<file path="src/rtl/result_stack_pkg.sv">
// Shared constants and helpers for the result stack and its interface.
package result_stack_pkg;

    // Full-stack policy selectors for the OVERWRITE parameter.
    localparam int MODE_REJECT = 0;
    localparam int MODE_RING   = 1;

    // Operation resolved from the push/pop events of one cycle.
    typedef enum logic [1:0] {
        OP_IDLE,
        OP_PUSH,
        OP_POP,
        OP_REPLACE
    } op_e;

    // Width of the occupancy count, which must be able to hold DEPTH itself.
    function automatic int cnt_w(input int depth);
        return $clog2(depth + 1);
    endfunction

endpackage

</file>
<file path="src/rtl/result_stack_if.sv">
// Request/status bundle between the result producer and the result stack.
interface result_stack_if #(
    parameter int DATA_W = 6,
    parameter int TAG_W  = 3,
    parameter int DEPTH  = 9
) ();
    import result_stack_pkg::*;

    localparam int CNT_W = cnt_w(DEPTH);

    logic              push_req;
    logic              pop_req;
    logic              clear;
    logic              err_clr;
    logic [DATA_W-1:0] data_in;
    logic [TAG_W-1:0]  tag_in;
    logic [DATA_W-1:0] top_data;
    logic [TAG_W-1:0]  top_tag;
    logic [CNT_W-1:0]  count;
    logic              full;
    logic              empty;
    logic              overflow;
    logic              underflow;

    modport master (
        output push_req, pop_req, clear, err_clr, data_in, tag_in,
        input  top_data, top_tag, count, full, empty, overflow, underflow
    );

    modport slave (
        input  push_req, pop_req, clear, err_clr, data_in, tag_in,
        output top_data, top_tag, count, full, empty, overflow, underflow
    );

endinterface

</file>
<file path="src/rtl/result_stack_edge_pulse.sv">
// Rising-edge detector for an already synchronised button level. The sample
// register resets to 1 so a level held through reset release gives no pulse.
module edge_pulse (
    input  logic clk,
    input  logic reset_n,
    input  logic level_i,
    output logic pulse_o
);

    logic sample_q;

    // Remember last cycle's level.
    always_ff @(posedge clk or negedge reset_n) begin
        if (!reset_n) begin
            sample_q <= 1'b1;
        end else begin
            // NOTE: sequential state uses non-blocking assignment so every register samples pre-edge values.
            sample_q <= level_i;
        end
    end

    assign pulse_o = level_i & ~sample_q;

endmodule

</file>
<file path="src/rtl/result_stack.sv">
// LIFO of {tag, data} ALU results with edge-triggered push/pop, replace-top,
// optional overwrite-oldest when full, occupancy count and sticky error flags.
module result_stack
    import result_stack_pkg::*;
#(
    parameter int DATA_W    = 6,
    parameter int TAG_W     = 3,
    parameter int DEPTH     = 9,
    parameter int OVERWRITE = MODE_REJECT
) (
    input logic          clk,
    input logic          reset_n,
    result_stack_if.slave bus
);

    localparam int                CNT_W    = cnt_w(DEPTH);
    localparam int                PTR_W    = $clog2(DEPTH);
    localparam logic [PTR_W-1:0]  LAST_PTR = PTR_W'(DEPTH - 1);
    localparam logic [CNT_W-1:0]  FULL_CNT = CNT_W'(DEPTH);

    typedef struct packed {
        logic [TAG_W-1:0]  tag;
        logic [DATA_W-1:0] data;
    } entry_t;

    entry_t           mem_q [DEPTH];
    logic [PTR_W-1:0] top_q,   top_d;
    logic [CNT_W-1:0] count_q, count_d;
    logic             full_q,  empty_q;
    logic             ovf_q,   ovf_d;
    logic             unf_q,   unf_d;
    entry_t           top_entry_q, top_entry_d;
    entry_t           entry_d;
    logic             wr_en;
    logic [PTR_W-1:0] wr_ptr;
    logic             push_ev, pop_ev;
    op_e              op;

    edge_pulse u_push_edge (.clk(clk), .reset_n(reset_n), .level_i(bus.push_req), .pulse_o(push_ev));
    edge_pulse u_pop_edge  (.clk(clk), .reset_n(reset_n), .level_i(bus.pop_req),  .pulse_o(pop_ev));

    function automatic logic [PTR_W-1:0] ptr_inc(input logic [PTR_W-1:0] p);
        return (p == LAST_PTR) ? '0 : p + PTR_W'(1);
    endfunction

    function automatic logic [PTR_W-1:0] ptr_dec(input logic [PTR_W-1:0] p);
        return (p == '0) ? LAST_PTR : p - PTR_W'(1);
    endfunction

    // State register: pointer, count, flags and the registered top entry.
    always_ff @(posedge clk or negedge reset_n) begin
        if (!reset_n) begin
            top_q       <= LAST_PTR;
            count_q     <= '0;
            full_q      <= 1'b0;
            empty_q     <= 1'b1;
            ovf_q       <= 1'b0;
            unf_q       <= 1'b0;
            top_entry_q <= '0;
        end else begin
            top_q       <= top_d;
            count_q     <= count_d;
            full_q      <= (count_d == FULL_CNT);
            empty_q     <= (count_d == '0);
            ovf_q       <= ovf_d;
            unf_q       <= unf_d;
            top_entry_q <= top_entry_d;
        end
    end

    // Storage array write port.
    always_ff @(posedge clk) begin
        // NOTE: the entry array has no reset; count and pointer alone decide which entries are valid.
        if (wr_en) begin
            mem_q[wr_ptr] <= entry_d;
        end
    end

    // Next state: clear first, then err_clr, then the resolved push/pop operation.
    always_comb begin
        // NOTE: every variable gets a default first so no latch is inferred.
        op          = OP_IDLE;
        top_d       = top_q;
        count_d     = count_q;
        ovf_d       = ovf_q;
        unf_d       = unf_q;
        wr_en       = 1'b0;
        wr_ptr      = ptr_inc(top_q);
        entry_d     = '{tag: bus.tag_in, data: bus.data_in};
        top_entry_d = '0;

        if (bus.clear) begin
            count_d = '0;
            top_d   = LAST_PTR;
        end else begin
            if (bus.err_clr) begin
                ovf_d = 1'b0;
                unf_d = 1'b0;
            end
            // Push+pop on an empty stack degrades to a plain push.
            if (push_ev && pop_ev && !empty_q) op = OP_REPLACE;
            else if (push_ev)                  op = OP_PUSH;
            else if (pop_ev)                   op = OP_POP;

            case (op)
                OP_REPLACE: begin
                    wr_en  = 1'b1;
                    wr_ptr = top_q;
                end
                OP_PUSH: begin
                    if (!full_q) begin
                        wr_en   = 1'b1;
                        top_d   = wr_ptr;
                        count_d = count_q + CNT_W'(1);
                    end else begin
                        ovf_d = 1'b1;
                        // Ring mode: the slot above top is the oldest entry.
                        if (OVERWRITE == MODE_RING) begin
                            wr_en = 1'b1;
                            top_d = wr_ptr;
                        end
                    end
                end
                OP_POP: begin
                    if (!empty_q) begin
                        top_d   = ptr_dec(top_q);
                        count_d = count_q - CNT_W'(1);
                    end else begin
                        unf_d = 1'b1;
                    end
                end
                default: ;
            endcase
        end

        // New top entry, forwarded from the input when written this cycle.
        if (wr_en)               top_entry_d = entry_d;
        else if (count_d == '0)  top_entry_d = '0;
        else                     top_entry_d = mem_q[top_d];
    end

    // Outputs come straight from registers.
    always_comb begin
        bus.top_data  = top_entry_q.data;
        bus.top_tag   = top_entry_q.tag;
        bus.count     = count_q;
        bus.full      = full_q;
        bus.empty     = empty_q;
        bus.overflow  = ovf_q;
        bus.underflow = unf_q;
    end

endmodule

</file>
<file path="src/flat_wrapper.sv">
// flat-port wrapper written by rule: the top's interface ports become plain ports
module result_stack_flat import result_stack_pkg::*;
#(
    parameter int DATA_W    = 6,
    parameter int TAG_W     = 3,
    parameter int DEPTH     = 9,
    parameter int OVERWRITE = MODE_REJECT
)
  (clk, reset_n, bus_push_req, bus_pop_req, bus_clear, bus_err_clr, bus_data_in, bus_tag_in, bus_top_data, bus_top_tag, bus_count, bus_full, bus_empty, bus_overflow, bus_underflow);
  result_stack_if #(.DATA_W(DATA_W), .TAG_W(TAG_W), .DEPTH(DEPTH)) bus_i ();
  input logic clk;
  input logic reset_n;
  input wire logic [$bits(bus_i.push_req)-1:0] bus_push_req;
  input wire logic [$bits(bus_i.pop_req)-1:0] bus_pop_req;
  input wire logic [$bits(bus_i.clear)-1:0] bus_clear;
  input wire logic [$bits(bus_i.err_clr)-1:0] bus_err_clr;
  input wire logic [$bits(bus_i.data_in)-1:0] bus_data_in;
  input wire logic [$bits(bus_i.tag_in)-1:0] bus_tag_in;
  output wire logic [$bits(bus_i.top_data)-1:0] bus_top_data;
  output wire logic [$bits(bus_i.top_tag)-1:0] bus_top_tag;
  output wire logic [$bits(bus_i.count)-1:0] bus_count;
  output wire logic [$bits(bus_i.full)-1:0] bus_full;
  output wire logic [$bits(bus_i.empty)-1:0] bus_empty;
  output wire logic [$bits(bus_i.overflow)-1:0] bus_overflow;
  output wire logic [$bits(bus_i.underflow)-1:0] bus_underflow;
  assign bus_i.push_req = bus_push_req;
  assign bus_i.pop_req = bus_pop_req;
  assign bus_i.clear = bus_clear;
  assign bus_i.err_clr = bus_err_clr;
  assign bus_i.data_in = bus_data_in;
  assign bus_i.tag_in = bus_tag_in;
  assign bus_top_data = bus_i.top_data;
  assign bus_top_tag = bus_i.top_tag;
  assign bus_count = bus_i.count;
  assign bus_full = bus_i.full;
  assign bus_empty = bus_i.empty;
  assign bus_overflow = bus_i.overflow;
  assign bus_underflow = bus_i.underflow;
  result_stack #(.DATA_W(DATA_W), .TAG_W(TAG_W), .DEPTH(DEPTH), .OVERWRITE(OVERWRITE)) u_core (.clk(clk), .reset_n(reset_n), .bus(bus_i));
endmodule
</file>
<file path="config.mk">
export PLATFORM = sky130hd
export DESIGN_NAME = result_stack_flat
export DESIGN_NICKNAME = d
export VERILOG_FILES = /design/src/rtl/result_stack_pkg.sv /design/src/rtl/result_stack_if.sv /design/src/rtl/result_stack_edge_pulse.sv /design/src/rtl/result_stack.sv /design/src/flat_wrapper.sv
export SDC_FILE = /design/constraint.sdc
export NUM_CORES = 1
export LEC_CHECK = 0
export ABC_AREA = 1
export CAP_MARGIN = 25
export CORE_MARGIN = 2
export CORE_UTILIZATION = 53
export DETAILED_ROUTE_END_ITERATION = 7
export PLACE_DENSITY = 0.76
export SLEW_MARGIN = 5
export SYNTH_ARGS = -nofsm -noshare
export SYNTH_HDL_FRONTEND = slang
export SYNTH_SLANG_ARGS = --single-unit
</file>
<file path="constraint.sdc">
create_clock -name clk -period 2.9 [get_ports clk]
set_clock_uncertainty 0.2 [all_clocks]
set_input_delay 0.435 -clock clk [delete_from_list [all_inputs] [get_ports clk]]
set_output_delay 0.435 -clock clk [all_outputs]
set_load 0.01 [all_outputs]
</file>
# [Word-level counts from Yosys, hierarchy flattened]
# Memories as Yosys holds them, arrays and structs flattened.
# Cells that the tools add are included.
[totals] register_bits=23 ramBits=81 inputBits=15 out_inout_bits=17 wordCells=58 mem_count=1
[mem_list] name="u_core.mem_q" words=9 word_bits=9 read_ports=1 rd_clocked_by_memory_dff=0 write_ports=1 line_no="result_stack.sv:26" rtl="entry_t mem_q [DEPTH];"
[classes] addsub=4 n_eq_ne=5 n_mux=29 bitwise_logic=4 reduce_logical=5
[ops] operator="$mux W4" n=10
[ops] operator="$mux W9" n=2
[ops] operator="$pmux W4 S2" n=2
[ops] operator="$mux W1" n=10
[ops] operator="$add A4 B1 Y4 const B" n=2
[ops] operator="$eq A4 B4 Y1 const B" n=2
[ops] operator="$logic_not A4 Y1" n=2
[ops] operator="$mux W2" n=4
[ops] operator="$sub A4 B1 Y4 const B" n=2
[ops] operator="$eq A2 B2 Y1 const B" n=2
[ops] operator="$and A1 B1 Y1" n=2
[ops] operator="$eq A2 B1 Y1 const B" n=1
[ops] operator="$logic_and A1 B1 Y1" n=2
[ops] operator="$not A1 Y1" n=2
[ops] operator="$pmux W1 S2" n=1
[ops] operator="$logic_not A1 Y1" n=1

# [Longest topological paths before layout]
# Gate-level depths: netlist (run 1).
[logic_depth] depth_word=12 mapped_depth=21

# [Hierarchy]
# Synthesis (run 1) repeated with hierarchy kept, for this count alone.
[hier_totals] hier_cells=469 hier_area_um2=4727.0
[modules_own_cells] module="result_stack" n_inst=1 cells_each=463 area_each_um2=4654.5 seq_area_each_um2=2960.3
[modules_own_cells] module="edge_pulse" n_inst=2 cells_each=3 area_each_um2=36.3 seq_area_each_um2=26.3

# [Worst setup path after synthesis (run 1)]
# Ideal clock, no wire load.
[synth_timing] kind="input port to flip-flop" from="in bus_push_req" to="mem u_core.mem_q[8][0] (netlist name), enable pin" setup_ns=0.387 arrival_ns=2.697 required_time_ns=2.313 slack_ns=-0.384 cell_stages=13 path_buffers=0 cell_sequence="inv_1 > nor2_1 > inv_1 > o21ai_0 > ha_1 > nand2_1 > inv_2 > nor2_1 > nor3_2 > inv_1 > nor2_1 > nand2_1 > nor3_1"
[synth_between] elab_chain_cells=10 word_cells_on_any_way=14
[synth_rtl] element="start: declaration" line_no="flat_wrapper.sv:13" rtl="input wire logic [$bits(bus_i.push_req)-1:0] bus_push_req;"
[synth_rtl] element="$and A1 B1 Y1 (*)" line_no="result_stack_edge_pulse.sv:22" rtl="assign pulse_o = level_i & ~sample_q;"
[synth_rtl] element="$logic_and A1 B1 Y1 (2 in series)" line_no="result_stack.sv:101" rtl="if (push_ev && pop_ev && !empty_q) op = OP_REPLACE;"
[synth_rtl] element="$mux W2 (*)" line_no="result_stack.sv:101"
[synth_rtl] element="$mux W2 (*)" line_no="result_stack.sv:92" rtl="if (bus.clear) begin"
[synth_rtl] element="$eq A2 B1 Y1 or $eq A2 B2 Y1 (tied branches)" line_no="result_stack.sv:105" rtl="case (op)"
[synth_rtl] element="$pmux W1 S2" line_no="result_stack.sv:105"
[synth_rtl] element="$mux W1" line_no="result_stack.sv:92"
[synth_rtl] element="$mux W1" line_no="result_stack.sv:74" rtl="if (wr_en) begin"
[synth_rtl] element="$mux W1 (not written as such)" line_no="result_stack.sv:75" rtl="mem_q[wr_ptr] <= entry_d;"
[synth_rtl] element="end: declaration" line_no="result_stack.sv:26"
# Mark *: on every way between the ends. The rest lies on a longest branch, timed or not. The select of a mux whose other input is x is not followed.

# [Worst setup path in the final report (run 1)]
[layout_timing] from="in bus_pop_req" to="mem u_core.mem_q[8][2] (netlist name), enable pin"
[layout_between] elab_chain_cells=10 word_cells_on_any_way=15
[layout_rtl] element="start: declaration" line_no="flat_wrapper.sv:14" rtl="input wire logic [$bits(bus_i.pop_req)-1:0] bus_pop_req;"
[layout_rtl] element="$and A1 B1 Y1 (*)" line_no="result_stack_edge_pulse.sv:22"
[layout_rtl] element="$mux W2 or $logic_and A1 B1 Y1 (tied branches)" line_no="result_stack.sv:103, result_stack.sv:101"
[layout_rtl] element="$mux W2 or $logic_and A1 B1 Y1 (tied branches)" line_no="result_stack.sv:102, result_stack.sv:101"
[layout_rtl] element="$mux W2 (*)" line_no="result_stack.sv:101"
[layout_rtl] element="$mux W2 (*)" line_no="result_stack.sv:92"
[layout_rtl] element="$eq A2 B1 Y1 or $eq A2 B2 Y1 (tied branches)" line_no="result_stack.sv:105"
[layout_rtl] element="$pmux W1 S2" line_no="result_stack.sv:105"
[layout_rtl] element="$mux W1" line_no="result_stack.sv:92"
[layout_rtl] element="$mux W1" line_no="result_stack.sv:74"
[layout_rtl] element="$mux W1 (not written as such)" line_no="result_stack.sv:75"
# Marks and branches as above.

==> impl_metrics.tcl, run 1 <==
set metrics [dict create \
    outcome "finished, final reports clean" \
    drive_above_1_share_pct 21.9 \
    clkTransAtPathRegs_ps 100 \
    r2r_cells 13 \
    setup_violations 0 \
    r2r-start "u_core.bus.empty" \
    rows 34 \
    dp_cells 645 \
    yosysWarnings 0 \
    num_io_pins 32 \
    slew_headroom_pct 48.8 \
    synthCells 467 \
    num_vias 3720 \
    fmax_mhz 361 \
    ys_types 31 \
    cp-startpoint "bus_pop_req" \
    wirelength_um 11200 \
    grt_max_degree 26 \
    cts_root_buf "clkbuf_8" \
    cp.depth 12 \
    syn_area_um2 4770 \
    n_antenna_cell 0 \
    drv_cap 0 \
    io_buffers 31 \
    layout.nets 579 \
    yosysSeqAreaShare_pct 63.2 \
    cp_max_fo 8 \
    first_iter_violations 442 \
    arrival_ps 2660 \
    path_class "in -> reg" \
    core_region_area_um2 8720 \
    tightest_slew_ps 766 \
    total_power_w 0.00299 \
    p_leak_nw 2.48 \
    cts_made_buffers 9 \
    gp_congestion 0.885 \
    drc 0 \
    drtPass1Iterations 5 \
    clockBufferDepth 2 \
    cts_htree_levels 3 \
    track_usage_pct 23.3 \
    ir_drop_mv 0.365 \
    hold_violations 0 \
    endpoint "u_core.mem_q[8][2]" \
    place_hpwl_um 7930 \
    instances_no_fill 669 \
    worstSetupStartpointType "primary input" \
    end_kind "flop" \
    ys_ff_latch 104 \
    cp.buffers_inverters 5 \
    clkLatencyLatePin_ps 370 \
    drtAntennaViolNets 0 \
    syn_nets 489 \
    period_share_pct 95.6 \
    die_w_um 98.8 \
    hold_ws_ps 309 \
    r2r_end "u_core.mem_q[8][2]" \
    p_per_area_nw_per_um2 505 \
    synth.avg_cell_area_um2 10.2 \
    drv_slew 0 \
    min_period_ps 2770 \
    crit_family "buffers and inverters" \
    tns_ps 0 \
    cts_sinks 104 \
    layout_commonest_cell "nand2_1" \
    cts_tree "yes" \
    slowest_delay_ps 490 \
    cp_slowest_cell "clkdlybuf4s50_1" \
    grt_pass1_wl_um 17600 \
    viasPerCell 5.56 \
    min_path_type "in -> async" \
    final_core_util_pct 68.0 \
    crit_chain "clkdlybuf4s50_1, inv_1, nor2_1, o21ai_2, inv_2, buf_4, ha_1, nand2_4, o21ai_1, nand2_4, nor3_4, buf_6" \
    crit_required_ps 2780 \
    antenna_found_initial 0 \
    grt_pass1_vias 3632 \
    die_h_um 98.8 \
    grt_remaining_overflow 0 \
    start_util_pct 54.6 \
    fillerInstances 634 \
    die_area_um2 9770 \
    critical_path.most_common_cell "nand2_4" \
    area_delta_synth_final_pct 24.5 \
    rrSetupSlack_ps 130 \
    final_cell_mix "nand2_1 (128), nand3_1 (89), edfxtp_1 (81)" \
    routedWlPerCell_um 16.8 \
]
## worst min path at each step
stage                        start                           to  cells after the start
6_report                   reset_n          u_core.bus.overflow                      1
5_1_grt                bus_pop_req   u_core.u_pop_edge.sample_q                      1
2_1_floorplan              reset_n          u_core.bus.count[0]                      0
3_5_place_dp   u_core.bus.overflow          u_core.bus.overflow                      2
4_1_cts               bus_push_req  u_core.u_push_edge.sample_q                      1
3_3_place_gp   u_core.bus.overflow          u_core.bus.overflow                      2
## per-stage QoR
stage	cell area (um2)	setup slack, ps
2_1_floorplan	4780	-132
3_3_place_gp	5570	-532
3_5_place_dp	5570	-537
4_1_cts	5770	-12.8
5_1_grt	5930	-36.5
6_report	5930	129
## area by class of cell
| cell class | instances | area [um2] | area share (%) |
|---|---|---|---|
| timing repair buffer | 92 | 860 | 14.5 |
| sequential | 104 | 3010 | 50.8 |
| clock inverter | 6 | 56.3 | 0.949 |
| inverter | 41 | 159 | 2.68 |
| clock buffer | 9 | 124 | 2.09 |
| tap | 108 | 135 | 2.28 |
| multi-input combinational | 309 | 1590 | 26.8 |
## kinds of logic after synthesis
group / count (synthesis) / share of synthesized area, %
xor gates and xnor gates: 1 / 0.184
DFF: 104 / 63.2
buffers and inverters: 54 / 5.75
adders and majority gates: 7 / 1.84
and+or+nand+nor: 280 / 26.2
AOI/OAI and AO/OA: 21 / 2.81
## report_power, final
part / total (W) / internal (W) / switching, W
registers: 0.00168 / 0.00165 / 0.0000333
clock network: 0.000823 / 0.000320 / 0.000503
logic: 0.000488 / 0.000220 / 0.000268
total: 0.00299 / 0.00219 / 0.000805
## state kept, by name, summed over array words and instances (netlist names), 3 cells and up
name	cells
u_core.bus.top_data	6
u_core.bus.count	4
u_core.mem_q	81
u_core.bus.top_tag	3
u_core.top_q	4
## routing by layer
metal	vias to the layer above	GRT usage, %	routed length [um]
met5	-	0	0
met4	0	8.75	268
met3	26	3.48	869
met2	178	39.4	5730
met1	1761	30.6	4350
li1	1755	-	-
## cells in the mapped netlist, drive strengths merged
library cell / number / area, um2
nand3: 92 / 478
nor3: 3 / 20.0
nor2: 38 / 145
dfrtp: 19 / 475
o211ai: 2 / 15.0
inv: 41 / 156
ha: 7 / 87.6
a21oi: 5 / 47.5
clkbuf: 1 / 3.75
xor2: 1 / 8.76
or2: 1 / 6.26
buf: 12 / 114
nand2: 141 / 566
nand3b: 2 / 15.0
nand4: 3 / 18.8
a31oi: 1 / 6.26
dfstp: 4 / 105
edfxtp: 81 / 2430
o21ai: 13 / 65.1
## repair_timing
item | in CTS | in global routing
cloned | 0 | 1
setup endpoints to repair | 74 | 90
hold buffers | 0 | 1
pin swaps | 1 | 7
hold endpoints to repair | 0 | 1
buffers inserted | 0 | 7
gates resized for setup | 6 | 31
No activity file was read; power rests on OpenSTA's default activity.
==> run 2: changes to the inputs <==
--- a/config.mk
+++ b/config.mk
@@ -7,10 +7,10 @@
 export LEC_CHECK = 0
 export ABC_AREA = 1
 export CAP_MARGIN = 25
-export CORE_MARGIN = 2
+export CORE_MARGIN = 3
 export CORE_UTILIZATION = 53
 export DETAILED_ROUTE_END_ITERATION = 7
-export PLACE_DENSITY = 0.76
+export PLACE_DENSITY = 0.86
 export SLEW_MARGIN = 5
 export SYNTH_ARGS = -nofsm -noshare
 export SYNTH_HDL_FRONTEND = slang
==> impl_metrics.tcl, run 2 (synthesized netlist as in run 1, its figures left out) <==
set metrics [dict create \
    area_delta_synth_final_pct 24.2 \
    seqPwrFrac_pct 55.7 \
    grt_max_degree 31 \
    gp_congestion 0.971 \
    cts_sinks 104 \
    p_per_area_nw_per_um2 509 \
    drtPass1Iterations 5 \
    grt_pass1_vias 3639 \
    hold_violations 0 \
    routedWlPerCell_um 17.9 \
    min_path_type "in -> reg" \
    rows 33 \
    design_area_um2 5920 \
    p_leak_nw 2.47 \
    cts_root_buf "clkbuf_8" \
    die_w_um 101 \
    antenna_found_initial 0 \
    clockBufferDepth 2 \
    worstSetupStartpointType "flop" \
    combPwrFrac_pct 15.6 \
    slew_headroom_pct 63.1 \
    grt_pass1_wl_um 17900 \
    wirelength_um 11800 \
    first_iter_violations 496 \
    drive_above_1_share_pct 21.7 \
    top_layer "met4" \
    clkTransAtPathRegs_ps 100 \
    die_h_um 101 \
    tightest_slew_ps 552 \
    track_usage_pct 23.1 \
    ir_drop_mv 0.498 \
    viasPerCell 5.82 \
    cp_slowest_cell "dfstp_2" \
    outcome "finished, final reports clean" \
    rrSetupSlack_ps 160 \
    num_io_pins 32 \
    crit_chain "inv_2, o21ai_2, ha_2, nand2_2, inv_4, nor2_1, nor3_2, inv_2, nor2_4, nand2_4, nor3_4, buf_6" \
    end_kind "flop" \
    drv_slew 0 \
    fmax_mhz 364 \
    arrival_ps 2650 \
    crit_family "simple AND/OR/NAND/NOR gates" \
    setup_violations 0 \
    largest_register_ffs 81 \
    rsz0062_at_grt "false" \
    crit_required_ps 2800 \
    die_area_um2 10200 \
    cts_htree_levels 3 \
    start_util_pct 56.3 \
    wl_met1_um 4490 \
    n_antenna_cell 0 \
    slowest_delay_ps 580 \
    p_int_w 0.00218 \
    path_class "reg -> reg" \
    top_register "u_core.mem_q" \
    core_region_area_um2 8460 \
    p_clk_share_pct 28.6 \
    power_switching_w 0.000832 \
    final_cell_mix "nand2_1 (126), nand3_1 (86), edfxtp_1 (81)" \
    layout_commonest_cell "nand2_1" \
    grt_remaining_overflow 0 \
    critical_path.most_common_cell "inv_2" \
    final_core_util_pct 69.9 \
    cp.buffers_inverters 4 \
    io_buffers 31 \
    tns_ps 0 \
    cts_made_buffers 9 \
    hold_ws_ps 102 \
    min_period_ps 2740 \
    cts_hold_buf 0 \
    cp_max_fo 6 \
    drv_cap 0 \
    drtAntennaViolNets 0 \
    clkLatencyLatePin_ps 380 \
    met3_length_um 986 \
    layout.nets 570 \
    place_hpwl_um 7970 \
    cts_tree "yes" \
    place_area_um2 5550 \
    drc 0 \
    period_share_pct 94.6 \
    num_vias 3827 \
    switching_share_pct 27.6 \
    dr_wl_met2_um 5900 \
]
[run 2: layout make-up]
class / instances / area [um2]
Clock inverter: 6 / 62.6
Fill cell: 563 / 2550
Sequential cell: 104 / 3010
Tap cell: 105 / 131
Timing Repair Buffer: 83 / 813
Multi-Input combinational cell: 309 / 1610
Inverter: 41 / 163
Clock buffer: 10 / 128
[run 2: worst paths after layout]
path                                       from                          end  cells after the start
setup / recovery               u_core.bus.empty           u_core.mem_q[8][4]                     12
hold / removal                     bus_push_req  u_core.u_push_edge.sample_q                      2
setup reg to reg               u_core.bus.empty           u_core.mem_q[8][4]                     12
hold reg to reg            u_core.bus.underflow         u_core.bus.underflow                      2
max in group asynchronous               reset_n             u_core.bus.empty                      2
min in group asynchronous               reset_n         u_core.bus.underflow                      2
[run 2: repair_timing]
action                     in CTS  in global routing
resized for setup               3                 45
buffers inserted                0                  3
cloned                          0                  1
pin swaps                       0                  9
setup endpoints to repair      43                 90
[run 2: routing by layer]
layer | track usage (%) | up-vias
met5 | 0 | -
met4 | 7.46 | 0
met3 | 4.98 | 46
met2 | 39.8 | 240
met1 | 29.0 | 1804
li1 | - | 1737
[run 2: per-stage QoR]
stage          instances  setup slack [ps]  total power [W]
2_1_floorplan        467              -132          0.00193
3_3_place_gp         638              -347          0.00212
3_5_place_dp         638              -439          0.00214
4_1_cts              654              34.6          0.00299
5_1_grt              658              11.8          0.00313
6_report             658               156          0.00301
[run 2: power groups by stage]
stage / Combinational (W) / Sequential [W] / Clock [W]
6_report: 0.000471 / 0.00168 / 0.000863
5_1_grt: 0.000509 / 0.00168 / 0.000937
4_1_cts: 0.000438 / 0.00168 / 0.000874
3_5_place_dp: 0.000433 / 0.00171 / 0
3_3_place_gp: 0.000415 / 0.00171 / 0
2_1_floorplan: 0.000209 / 0.00172 / 0
==> run 3: changes to the inputs <==
--- a/config.mk
+++ b/config.mk
@@ -10,7 +10,8 @@
 export CORE_MARGIN = 3
 export CORE_UTILIZATION = 53
 export DETAILED_ROUTE_END_ITERATION = 7
-export PLACE_DENSITY = 0.86
+export HOLD_SLACK_MARGIN = 0.06
+export PLACE_DENSITY = 0.76
 export SLEW_MARGIN = 5
 export SYNTH_ARGS = -nofsm -noshare
 export SYNTH_HDL_FRONTEND = slang
==> impl_metrics.tcl, run 3 (synthesized netlist as in run 1, its figures left out) <==
set metrics [dict create \
    min_path_type "in -> async" \
    core_region_area_um2 8460 \
    n_antenna_cell 0 \
    num_vias 3716 \
    hold_violations 0 \
    io_buffers 31 \
    drtAntennaViolNets 0 \
    period_share_pct 95.9 \
    grt_pass1_vias 3549 \
    slew_headroom_pct 59.9 \
    largest_register_ffs 81 \
    drtPass1Iterations 5 \
    total_power_w 0.00303 \
    layout.nets 571 \
    final_cell_mix "nand2_1 (125), edfxtp_1 (81), nand3_1 (80)" \
    cp_max_fo 9 \
    use_met1_pct 33.1 \
    clockBufferDepth 2 \
    gp_congestion 0.944 \
    viasPerCell 5.64 \
    r2r_cells 12 \
    tightest_slew_ps 595 \
    drive_above_1_share_pct 23.1 \
    critical_path.most_common_cell "nor2_1" \
    cts_sinks 104 \
    track_usage_pct 23.9 \
    first_iter_violations 314 \
    crit_required_ps 2790 \
    worstSetupStartpointType "primary input" \
    grt_remaining_overflow 0 \
    met3_usage_pct 4.91 \
    drv_slew 0 \
    cts_root_buf "clkbuf_8" \
    clkTransAtPathRegs_ps 110 \
    gr-max-usage-layer "met2" \
    place_hpwl_um 7950 \
    path_class "in -> reg" \
    rows 33 \
    routedWlPerCell_um 17.5 \
    outcome "finished, final reports clean" \
    grt_max_degree 26 \
    drc 0 \
    use_met2_pct 37.1 \
    cts_made_buffers 9 \
    area_delta_synth_final_pct 24.9 \
    layout_commonest_cell "nand2_1" \
    die_area_um2 10200 \
    cts_htree_levels 3 \
    arrival_ps 2670 \
    fmax_mhz 359 \
    ir_drop_mv 0.365 \
    setup_violations 0 \
    num_io_pins 32 \
    die_h_um 101 \
    slowest_delay_ps 470 \
    top_register "u_core.mem_q" \
    wirelength_um 11600 \
    clkLatencyLatePin_ps 380 \
    p_leak_nw 2.48 \
    tns_ps 0 \
    fillerInstances 613 \
    grt_pass1_wl_um 18300 \
    drv_cap 0 \
    crit_chain "clkdlybuf4s50_1, inv_1, nor2_1, o21ai_2, inv_2, ha_1, nand2_2, o21ai_0, nand2_1, nor2_1, buf_4" \
    min_period_ps 2780 \
    die_w_um 101 \
    antenna_found_initial 0 \
    cp_slowest_cell "clkdlybuf4s50_1" \
    cts_tree "yes" \
    p_per_area_nw_per_um2 508 \
    end_kind "flop" \
    start_util_pct 56.3 \
]
==> run 3: power by group <==
part / switching (W) / internal [W]
clock: 0.000531 / 0.000335
sequential: 0.0000264 / 0.00165
combinational: 0.000272 / 0.000211
total: 0.000829 / 0.00220
==> run 3: final timing paths <==
check,slack (ps),to,startpoint
worst max-delay path,120,u_core.mem_q[3][1],bus_pop_req
worst min-delay path,190,u_core.bus.top_data[4],reset_n
worst max register to register,180,u_core.mem_q[2][6],u_core.bus.empty
worst min register to register,310,u_core.bus.overflow,u_core.bus.overflow
max in group asynchronous,2010,u_core.top_q[3],reset_n
min in group clk,310,u_core.bus.overflow,u_core.bus.overflow
==> run 3: cell type report <==
class	count	area [um2]	share of cell area, %
clock inverters	7	71.3	1.20
repair buffers	84	825	13.9
flip-flops and latches	104	3010	50.6
well taps	105	131	2.21
multi-input cells	309	1620	27.1
inverters	41	171	2.88
clock buffers	9	124	2.08
==> run 3: what timing repair did <==
item / CTS / global route
hold buffers: 0 / 1
gates resized for setup: 8 / 41
hold endpoints to repair: 0 / 1
endpoints found under the setup margin: 73 / 90
cloned: 0 / 1
buffers inserted: 1 / 3
pin swaps: 0 / 11
==> run 3: per-stage QoR <==
stage          utilization [%]  worst slack (ps)  hold slack (ps)  cells  instance area (um2)
6_report                  70.3               118              194    659                 5950
5_1_grt                   70.3             -20.7              223    659                 5950
4_1_cts                   68.1              2.87              202    654                 5770
3_5_place_dp              65.3              -482              293    637                 5530
3_3_place_gp              65.3              -438              285    637                 5530
2_1_floorplan                -              -132            -60.6    467                 4780
==> run 3: routing by layer <==
layer | part of all wire [%] | vias up
li1 | - | 1735
met1 | 43 | 1794
met2 | 47 | 158
met3 | 7.2 | 29
met4 | 3.0 | 0
met5 | 0 | -
==> run 3: critical path: cells and delay by family <==
| family | cells | cell delay, ps |
|---|---|---|
| compound gates | 2 | 500 |
| fa+ha+maj | 1 | 180 |
| buf+inv | 4 | 800 |
| simple gates | 4 | 730 |
